### src/rtl/fb_sram_port.sv
// Framebuffer port onto a 16-bit asynchronous SRAM; every 32-bit access is split into a low and a high halfword cycle.
// Define FB_SRAM_WRITE_EN to enable writes; without it writes are accepted and silently dropped.
module fb_sram_port #(
    parameter int SRAM_AW = 18
) (
    input  logic               clk25MHz,
    input  logic               reset,
    input  logic               fb_transfer_request,
    input  logic [31:0]        fb_address,
    input  logic               fb_wren,
    input  logic [31:0]        fb_wrdata,
    input  logic [3:0]         fb_wrmask,
    output logic               fb_wait_request,
    output logic               fb_read_data_valid,
    output logic [31:0]        fb_read_data,
    output logic [SRAM_AW-1:0] sram_a,
    input  logic [15:0]        sram_d_in,
    output logic [15:0]        sram_d_out,
    output logic               sram_d_oe,
    output logic               sram_ce_n,
    output logic               sram_oe_n,
    output logic               sram_we_n,
    output logic               sram_lb_n,
    output logic               sram_ub_n
);

    typedef enum logic [2:0] {
        IDLE  = 3'd0,
        RD_LO = 3'd1,
        RD_HI = 3'd2
`ifdef FB_SRAM_WRITE_EN
        ,
        WR_LO = 3'd3,
        WR_HI = 3'd4
`endif
    } state_t;

    state_t             state_q, state_d;
    logic [SRAM_AW-1:0] sram_a_q, sram_a_d;
    logic [15:0]        rd_lo_q, rd_lo_d;
    logic [31:0]        rd_data_q, rd_data_d;
    logic               rd_valid_q, rd_valid_d;
    logic               ce_n_q, ce_n_d;
    logic               oe_n_q, oe_n_d;
    logic               lb_n_q, lb_n_d;
    logic               ub_n_q, ub_n_d;
    logic               busy;
    logic               accept;

`ifdef FB_SRAM_WRITE_EN
    logic               we_n_q, we_n_d;
    logic               d_oe_q, d_oe_d;
    logic [15:0]        d_out_q, d_out_d;
    logic [15:0]        wr_hi_q, wr_hi_d;
    logic [1:0]         wr_hi_mask_q, wr_hi_mask_d;

    assign busy = (state_q == RD_LO) || (state_q == WR_LO);
`else
    logic               unused_wr;

    assign unused_wr = ^{fb_wrdata, fb_wrmask};
    assign busy      = (state_q == RD_LO);
`endif

    // Address bits outside the SRAM word range simply alias; they are never flagged.
    logic unused_addr;
    assign unused_addr = ^{fb_address[31:SRAM_AW+1], fb_address[1:0]};

    assign accept = fb_transfer_request && !busy;

    always_comb begin
        // NOTE: every always_comb output gets a default first so no path can infer a latch.
        state_d = IDLE;
        if (state_q == RD_LO) begin
            state_d = RD_HI;
`ifdef FB_SRAM_WRITE_EN
        end else if (state_q == WR_LO) begin
            state_d = WR_HI;
        end else if (accept) begin
            state_d = fb_wren ? WR_LO : RD_LO;
`else
        end else if (accept && !fb_wren) begin
            state_d = RD_LO;
`endif
        end
    end

    always_comb begin
        sram_a_d = sram_a_q;
        if (busy) begin
            sram_a_d = {sram_a_q[SRAM_AW-1:1], 1'b1};
        end else if (accept) begin
            sram_a_d = {fb_address[SRAM_AW:2], 1'b0};
        end
        rd_lo_d    = (state_q == RD_LO) ? sram_d_in : rd_lo_q;
        rd_valid_d = (state_q == RD_HI);
        rd_data_d  = (state_q == RD_HI) ? {sram_d_in, rd_lo_q} : rd_data_q;
    end

    // Strobes are registered, so they are decoded from the state being entered.
    always_comb begin
        ce_n_d = 1'b1;
        oe_n_d = 1'b1;
        lb_n_d = 1'b1;
        ub_n_d = 1'b1;
`ifdef FB_SRAM_WRITE_EN
        we_n_d       = 1'b1;
        d_oe_d       = 1'b0;
        d_out_d      = d_out_q;
        wr_hi_d      = wr_hi_q;
        wr_hi_mask_d = wr_hi_mask_q;
        if (accept) begin
            wr_hi_d      = fb_wrdata[31:16];
            wr_hi_mask_d = fb_wrmask[3:2];
        end
`endif
        case (state_d)
            RD_LO, RD_HI: begin
                ce_n_d = 1'b0;
                oe_n_d = 1'b0;
                lb_n_d = 1'b0;
                ub_n_d = 1'b0;
            end
`ifdef FB_SRAM_WRITE_EN
            WR_LO: begin
                ce_n_d  = 1'b0;
                we_n_d  = 1'b0;
                d_oe_d  = 1'b1;
                lb_n_d  = ~fb_wrmask[0];
                ub_n_d  = ~fb_wrmask[1];
                d_out_d = fb_wrdata[15:0];
            end
            WR_HI: begin
                ce_n_d  = 1'b0;
                we_n_d  = 1'b0;
                d_oe_d  = 1'b1;
                lb_n_d  = ~wr_hi_mask_q[0];
                ub_n_d  = ~wr_hi_mask_q[1];
                d_out_d = wr_hi_q;
            end
`endif
            default: ;
        endcase
    end

    always_ff @(posedge clk25MHz) begin
        if (reset) begin
            state_q    <= IDLE;
            sram_a_q   <= '0;
            rd_data_q  <= '0;
            rd_valid_q <= 1'b0;
            ce_n_q     <= 1'b1;
            oe_n_q     <= 1'b1;
            lb_n_q     <= 1'b1;
            ub_n_q     <= 1'b1;
`ifdef FB_SRAM_WRITE_EN
            we_n_q     <= 1'b1;
            d_oe_q     <= 1'b0;
`endif
        end else begin
            state_q    <= state_d;
            sram_a_q   <= sram_a_d;
            rd_data_q  <= rd_data_d;
            rd_valid_q <= rd_valid_d;
            ce_n_q     <= ce_n_d;
            oe_n_q     <= oe_n_d;
            lb_n_q     <= lb_n_d;
            ub_n_q     <= ub_n_d;
`ifdef FB_SRAM_WRITE_EN
            we_n_q     <= we_n_d;
            d_oe_q     <= d_oe_d;
`endif
        end
        // NOTE: pure datapath registers are not reset; each is loaded before anything observes it.
        rd_lo_q <= rd_lo_d;
`ifdef FB_SRAM_WRITE_EN
        d_out_q      <= d_out_d;
        wr_hi_q      <= wr_hi_d;
        wr_hi_mask_q <= wr_hi_mask_d;
`endif
    end

    assign fb_wait_request    = busy;
    assign fb_read_data_valid = rd_valid_q;
    assign fb_read_data       = rd_data_q;
    assign sram_a             = sram_a_q;
    assign sram_ce_n          = ce_n_q;
    assign sram_oe_n          = oe_n_q;
    assign sram_lb_n          = lb_n_q;
    assign sram_ub_n          = ub_n_q;
`ifdef FB_SRAM_WRITE_EN
    assign sram_we_n          = we_n_q;
    assign sram_d_oe          = d_oe_q;
    assign sram_d_out         = d_out_q;
`else
    assign sram_we_n          = 1'b1;
    assign sram_d_oe          = 1'b0;
    assign sram_d_out         = '0;
`endif

endmodule

### config.mk
export PLATFORM = sky130hd
export DESIGN_NAME = fb_sram_port
export DESIGN_NICKNAME = d
export VERILOG_FILES = /design/src/rtl/fb_sram_port.sv
export SDC_FILE = /design/constraint.sdc
export NUM_CORES = 1
export LEC_CHECK = 0
export BUFFER_PORTS_ARGS = -buffer_cell sky130_fd_sc_hd__buf_2
export CORE_MARGIN = 4
export CORE_UTILIZATION = 30
export CTS_CLUSTER_DIAMETER = 120
export DETAILED_ROUTE_END_ITERATION = 8
export MAX_ROUTING_LAYER = met4
export PLACE_DENSITY = 0.59
export REMOVE_ABC_BUFFERS = 1
export SLEW_MARGIN = 20
export SYNTH_ARGS = -nofsm -noshare
export SYNTH_HDL_FRONTEND = slang
export SYNTH_SLANG_ARGS = --single-unit
### constraint.sdc
create_clock -name clk25MHz -period 1.29 [get_ports clk25MHz]
set_clock_uncertainty 0.1 [all_clocks]
set_input_delay 0.129 -clock clk25MHz [delete_from_list [all_inputs] [get_ports clk25MHz]]
set_output_delay 0.129 -clock clk25MHz [all_outputs]
set_load 0.03 [all_outputs]
=== Word level (Yosys, flattened, before mapping) ===
Cells that the tools add are included.

* Multiplexer cells: 5
* Equal/unequal tests: 4
* Bitwise operators: 1
* Reduce and logical (&&, ||, !) cells: 7

{| class="wikitable"
|+ Operators by type and width
! operator !! number
|-
| equality test 3 x 1 -> 1 bit, second input constant || 2
|-
| equality test 3 x 2 -> 1 bit, second input constant || 2
|-
| two-way mux 1 bit || 4
|-
| logical AND 1 bit || 2
|-
| zero test 1 bit || 2
|-
| two-way mux 2 bit || 1
|-
| AND reduction 2 bit || 1
|-
| nonzero test 2 bit || 1
|-
| OR reduction 2 bit || 1
|-
| inverter 1 bit || 1
|}

* Output and inout bits: 74
* Register bits: 71
* Logic and storage cells: 24
* Input bits: 88

=== Depth between registers and ports, before layout ===
* Depth in word-level cells: 9
* Depth in mapped cells: 5
* Gate-level depth less buffers: 4

=== Worst setup path after synthesis ===
Ideal clock, no wire load.

* Path type: reg-to-reg
* Start: register state_q[1]
* End: register rd_lo_q[0], enable pin
* Data required time: 854 ps
* Stages on the path, launching flop included: 4
* Library setup time: 336 ps
* Arrival: 808 ps
* Path buffers: 1
* Setup slack: 46 ps
* Period minus slack after synthesis: 1244 ps
* Path through: dfxtp_1 > nand2b_1 > inv_1 > buf_4

* Cells in the longest elaborated chain, start to end: 1

{| class="wikitable"
|+ RTL lines
! what !! line !! RTL
|-
| from (decl) || 38 || <nowiki>state_t state_q, state_d;</nowiki>
|-
| from (signal assigned) || 161 || <nowiki>state_q <= state_d;</nowiki>
|-
| equality test 3 x 1 -> 1 bit || -- ||
|-
| named net fb_wait_request || 13 || <nowiki>output logic fb_wait_request,</nowiki>
|-
| to (signal assigned) || 175 || <nowiki>rd_lo_q <= rd_lo_d;</nowiki>
|-
| to (decl) || 40 || <nowiki>logic [15:0] rd_lo_q, rd_lo_d;</nowiki>
|}

The timed path passes the listed nets, and every way through them passes these cells.
A chain may end at the register's enable or synchronous reset.

=== Worst setup path in the final report ===
* Start: register state_q[1]
* End: output fb_wait_request

* Cells in the longest elaborated chain, start to end: 1

{| class="wikitable"
|+ RTL lines
! what !! line !! RTL
|-
| equality test 3 x 1 -> 1 bit || 62 || <nowiki>assign busy = (state_q == RD_LO);</nowiki>
|-
| to (decl) || 13 ||
|}

Every way passes these cells.

==> flow_results.org <==
** Placement
- Once placement completed, the tool counted placed cells totaling approximately 450.
- After legalization and detailed placement, the total HPWL measured 4000 um.
- Input and output buffers added on the ports amount to 92.
- GPL Wtd Cong :: 0.713
- Setup slack at placement :: 0.109 ns

** Clocking
- Clock insertion delay at the later pin of the skew report :: 0.34 ns
- The clock passes through at most 2 buffers.
- TritonCTS clock tree :: built
- CTS Buf Count :: 9
- Clock sink count :: 70
- The tree is rooted in a sky130_fd_sc_hd__clkbuf_8.
- CTS H-Tree Depth :: 3
- After clock tree synthesis, the clock-pin slew on the worst setup and hold paths is 0.08 ns.

** Logic synthesis
- Most instantiated library cell after synthesis :: sky130_fd_sc_hd__nand2_1
- Most used DFF post-synth :: sky130_fd_sc_hd__dfxtp_1
- Of the post-synthesis cell area, the dominant cell type holds 0.413.
- Register bit count reported by yosys :: 70
- Biggest area consumer among synthesized cells :: sky130_fd_sc_hd__dfxtp_1
- Synth cell types :: 21
- In this run, synthesis inferred 16 flip-flops with an integrated enable.
- Most frequent cells after synthesis :: sky130_fd_sc_hd__nand2_1 (64), sky130_fd_sc_hd__dfxtp_1 (54), sky130_fd_sc_hd__a21oi_1 (46)
- Yosys printed 0 warnings.
- In this run the mean area of a mapped cell was 9.58 um2.
- Summing every instance area after synthesis gives 2620 um2.
- For this run, the register share of the synthesized area comes to 0.597.
- Sorting the synthesized cells by area gives the leading types as sky130_fd_sc_hd__dfxtp_1 (41%), sky130_fd_sc_hd__edfxtp_1 (18%), sky130_fd_sc_hd__nand2_1 (9.2%).
- Syn Inst Count :: 273
- Async set-reset flop share out of synthesis :: 0

** Setup path
- The worst register-to-register path begins at state_q[1]$_SDFF_PP0_.
- Ordered list of cells on the worst path :: nand2b_4 > inv_4 > buf_6 > buf_6
- CP Max Fanout :: 2
- Data on the critical path is required at its endpoint by 1.06 ns.
- For this design, the slowest cell found on the critical path is sky130_fd_sc_hd__dfxtp_2.
- In this run the critical register-to-register path is captured at sram_a[17]$_SDFFE_PP0P_.
- The worst setup path is launched from a flip-flop.
- Counting both buffers and inverters, the worst setup path holds a total of 3.
- Crit-path max cell delay :: 0.32 ns
- Broken down by cell family, the worst path's largest delay share belongs to flip-flops.
- Logic depth of the worst path, buffers included :: 4
- In this run the register-to-register setup slack is 0.05 ns.
- Crit path top cell by count :: sky130_fd_sc_hd__buf_6
- For the worst setup path, the data arrival time is 1.06 ns.
- The number of cells on the worst reg-to-reg path is 6.
- STA classifies the critical path endpoint as an output port.
- Category of the most critical setup path :: flip-flop to output port

** Finish
- The filler cells instantiated in the layout total ~800.
- Combined area of the multi-input logic cells :: 802 um2
- Synth-to-layout area growth :: 41.1%
- For this run, the number of standard cells in the final layout without fillers is 506.
- Diodes inserted :: 0
- Final net count :: roughly 480
- Fraction of final layout cells sized beyond drive strength 1 :: 0.322
- Registers take 1560 um2.

** Routing
- In this run the top signal layer used is met4.
- After detailed routing, the wire length on met1 is 2890 um.
- Metal3 WL :: about 470 um
- After the first detailed-routing iteration, the DRC count stood at 67.
- For this run, design rule violations remaining after detail routing come to 0.
- Number of optimization iterations in the first detailed-route pass :: 4
- In the final routed layout, each cell accounts on average for roughly 13 um.
- Routed vias :: 2210
- Via-per-instance ratio :: 4.37
- DRT antenna net count :: 0
- Total length of routed wires :: 6570 um
- In the detailed route, the total length drawn on met2 is 3110 um.

** Timing
- Final-report hold violation count :: 0
- Derived from the worst setup path, the maximum achievable clock frequency is between 700 and 800 MHz.
- After layout, the worst setup slack is -0.00204 ns.
- Number of endpoints failing setup at the final stage :: 1
- Fin crit period :: 1.29 ns
- The max-slew violation total from the final report was 0.
- Unrepaired setup endpoints after global routing :: true
- In the finished design, the share of the clock period the worst path needs comes to 1.00.

** Run status
- The flow ran to the end, but the final reports show violations.
- The checks that failed: negative setup slack.

** Floorplan
- Number of rows created at floorplan :: 33
- Horizontal extent of the die :: 101 um
- For this configuration, the core starts out at a cell density of 0.314.
- The region available for standard cell placement spans 8340 um2.
- From bottom edge to top edge, the die measures 101 um.
- Boundary Pins :: approximately 160
- The floorplan step defined a die boundary enclosing 10300 um2.

** Power and ir drop
- Tot Pwr :: 5.09 mW
- IR drop worst, VDD :: ~0.00059 V
- Cell Pwr Density :: roughly 1400 nW/um2
- Leakage power figure :: 1.59 nW

** Global routing
- Number of global-route vias before repair :: 2168
- Entering global routing, the biggest net connects 35 pins.
- Antenna violations before repair :: 0
- The first global-routing pass estimated 10200 um of wire.
- In the global route stage, overall resource usage came out at 0.133.
- Overflow left after global routing :: 0

** Hold path
- Worst hold path cell count :: 3
- Class of the worst hold path :: input pin to flip-flop
- Hold path startpoint :: fb_transfer_request
- Min-Delay Endpoint :: state_q[0]$_SDFF_PP0_

** Flow run
- Max-cap violations in this run came to 0.
-- logic make-up (layout without fill, tap and decap cells) --
logic type             count (synthesis)  count (layout)  synth area share
AND/OR/NAND/NOR                       89              89             0.140
buffers and inverters                 44             156             0.123
flip-flops                            70              70             0.597
other                                  2              18           0.00287
AO/OA/AOI/OAI                         68              68             0.137
-- what timing repair did --
item,in CTS,in global routing
setup endpoints to repair,1,10
gates resized for setup,7,9
buffers inserted,3,0
endpoints found under the hold margin,51,0
hold buffers,34,0
-- power breakdown --
part	leakage (nW)	total, mW	internal [mW]	switching [mW]
clock network	0.124	2.16	1.33	0.821
registers	0.587	2.34	2.31	0.0298
logic	0.878	0.591	0.217	0.374
-- worst min-delay path: stages --
cell                       delay [ns]
sky130_fd_sc_hd__buf_2           0.15
sky130_fd_sc_hd__nand2b_1        0.10
sky130_fd_sc_hd__nor3_1          0.04
-- final cells by class --
cell class / count / share of cell area
clock inverter: 6 / 0.0292
clock buffer: 10 / 0.0373
inverter: 2 / 0.00271
timing repair buffer: 138 / 0.254
sequential: 70 / 0.424
multi-input combinational: 175 / 0.217
tap: 105 / 0.0356
-- placed cells by master, fill, tap and decap left out, types with 2 or more instances in the layout --
cell                            instances
sky130_fd_sc_hd__o21ai_1               15
sky130_fd_sc_hd__buf_12                 3
sky130_fd_sc_hd__buf_4                  8
sky130_fd_sc_hd__bufinv_16              3
sky130_fd_sc_hd__a21oi_1               46
sky130_fd_sc_hd__dfxtp_1               52
sky130_fd_sc_hd__buf_6                  2
sky130_fd_sc_hd__edfxtp_1              16
sky130_fd_sc_hd__o21ai_0                2
sky130_fd_sc_hd__dfxtp_2                2
sky130_fd_sc_hd__nand2b_1               2
sky130_fd_sc_hd__nand3_1               17
sky130_fd_sc_hd__clkbuf_8              10
sky130_fd_sc_hd__conb_1                18
sky130_fd_sc_hd__nand2_1               64
sky130_fd_sc_hd__nor2_1                 3
sky130_fd_sc_hd__a21oi_2                4
sky130_fd_sc_hd__buf_2                 91
sky130_fd_sc_hd__dlygate4sd3_1         34
-- worst max path at each step --
| stage | start | end | slack [ns] |
|---|---|---|---|
| 3_5_place_dp | state_q[1]$_SDFF_PP0_ | fb_wait_request | 0.11 |
| 6_report | state_q[1]$_SDFF_PP0_ | fb_wait_request | -0.002 |
| 5_1_grt | state_q[1]$_SDFF_PP0_ | fb_wait_request | -0.06 |
| 2_1_floorplan | state_q[1]$_SDFF_PP0_ | rd_lo_q[0]$_DFFE_PN_ | -0.71 |
| 4_1_cts | state_q[1]$_SDFF_PP0_ | fb_wait_request | -0.03 |
| 3_3_place_gp | state_q[1]$_SDFF_PP0_ | fb_wait_request | 0.10 |
-- state kept, by name (all words and copies together) (netlist names) --
signal              flops
fb_read_data           32
rd_lo_q                16
state_q                 2
sram_ub_n               1
fb_read_data_valid      1
sram_a                 18
-- stage by stage --
step / TNS (ns) / hold WS, ns / cell area [um2] / utilization
after floorplan: -41.07 / 0.0914 / 2360 / -
after global placement: 0 / 0.223 / 3060 / 0.367
after detailed placement: 0 / 0.222 / 3060 / 0.367
after CTS: -0.0299 / 0.00422 / 3690 / 0.442
after global routing: -0.0748 / 0.0170 / 3690 / 0.443
final: -0.00204 / 0.0215 / 3690 / 0.443
-- per-layer routing --
layer,up-vias,GRT usage
li1,1111,-
met1,1010,0.154
met2,80,0.214
met3,9,0.0386
met4,0,0.0562
met5,-,-
No activity file was read; power rests on OpenSTA's default activity.
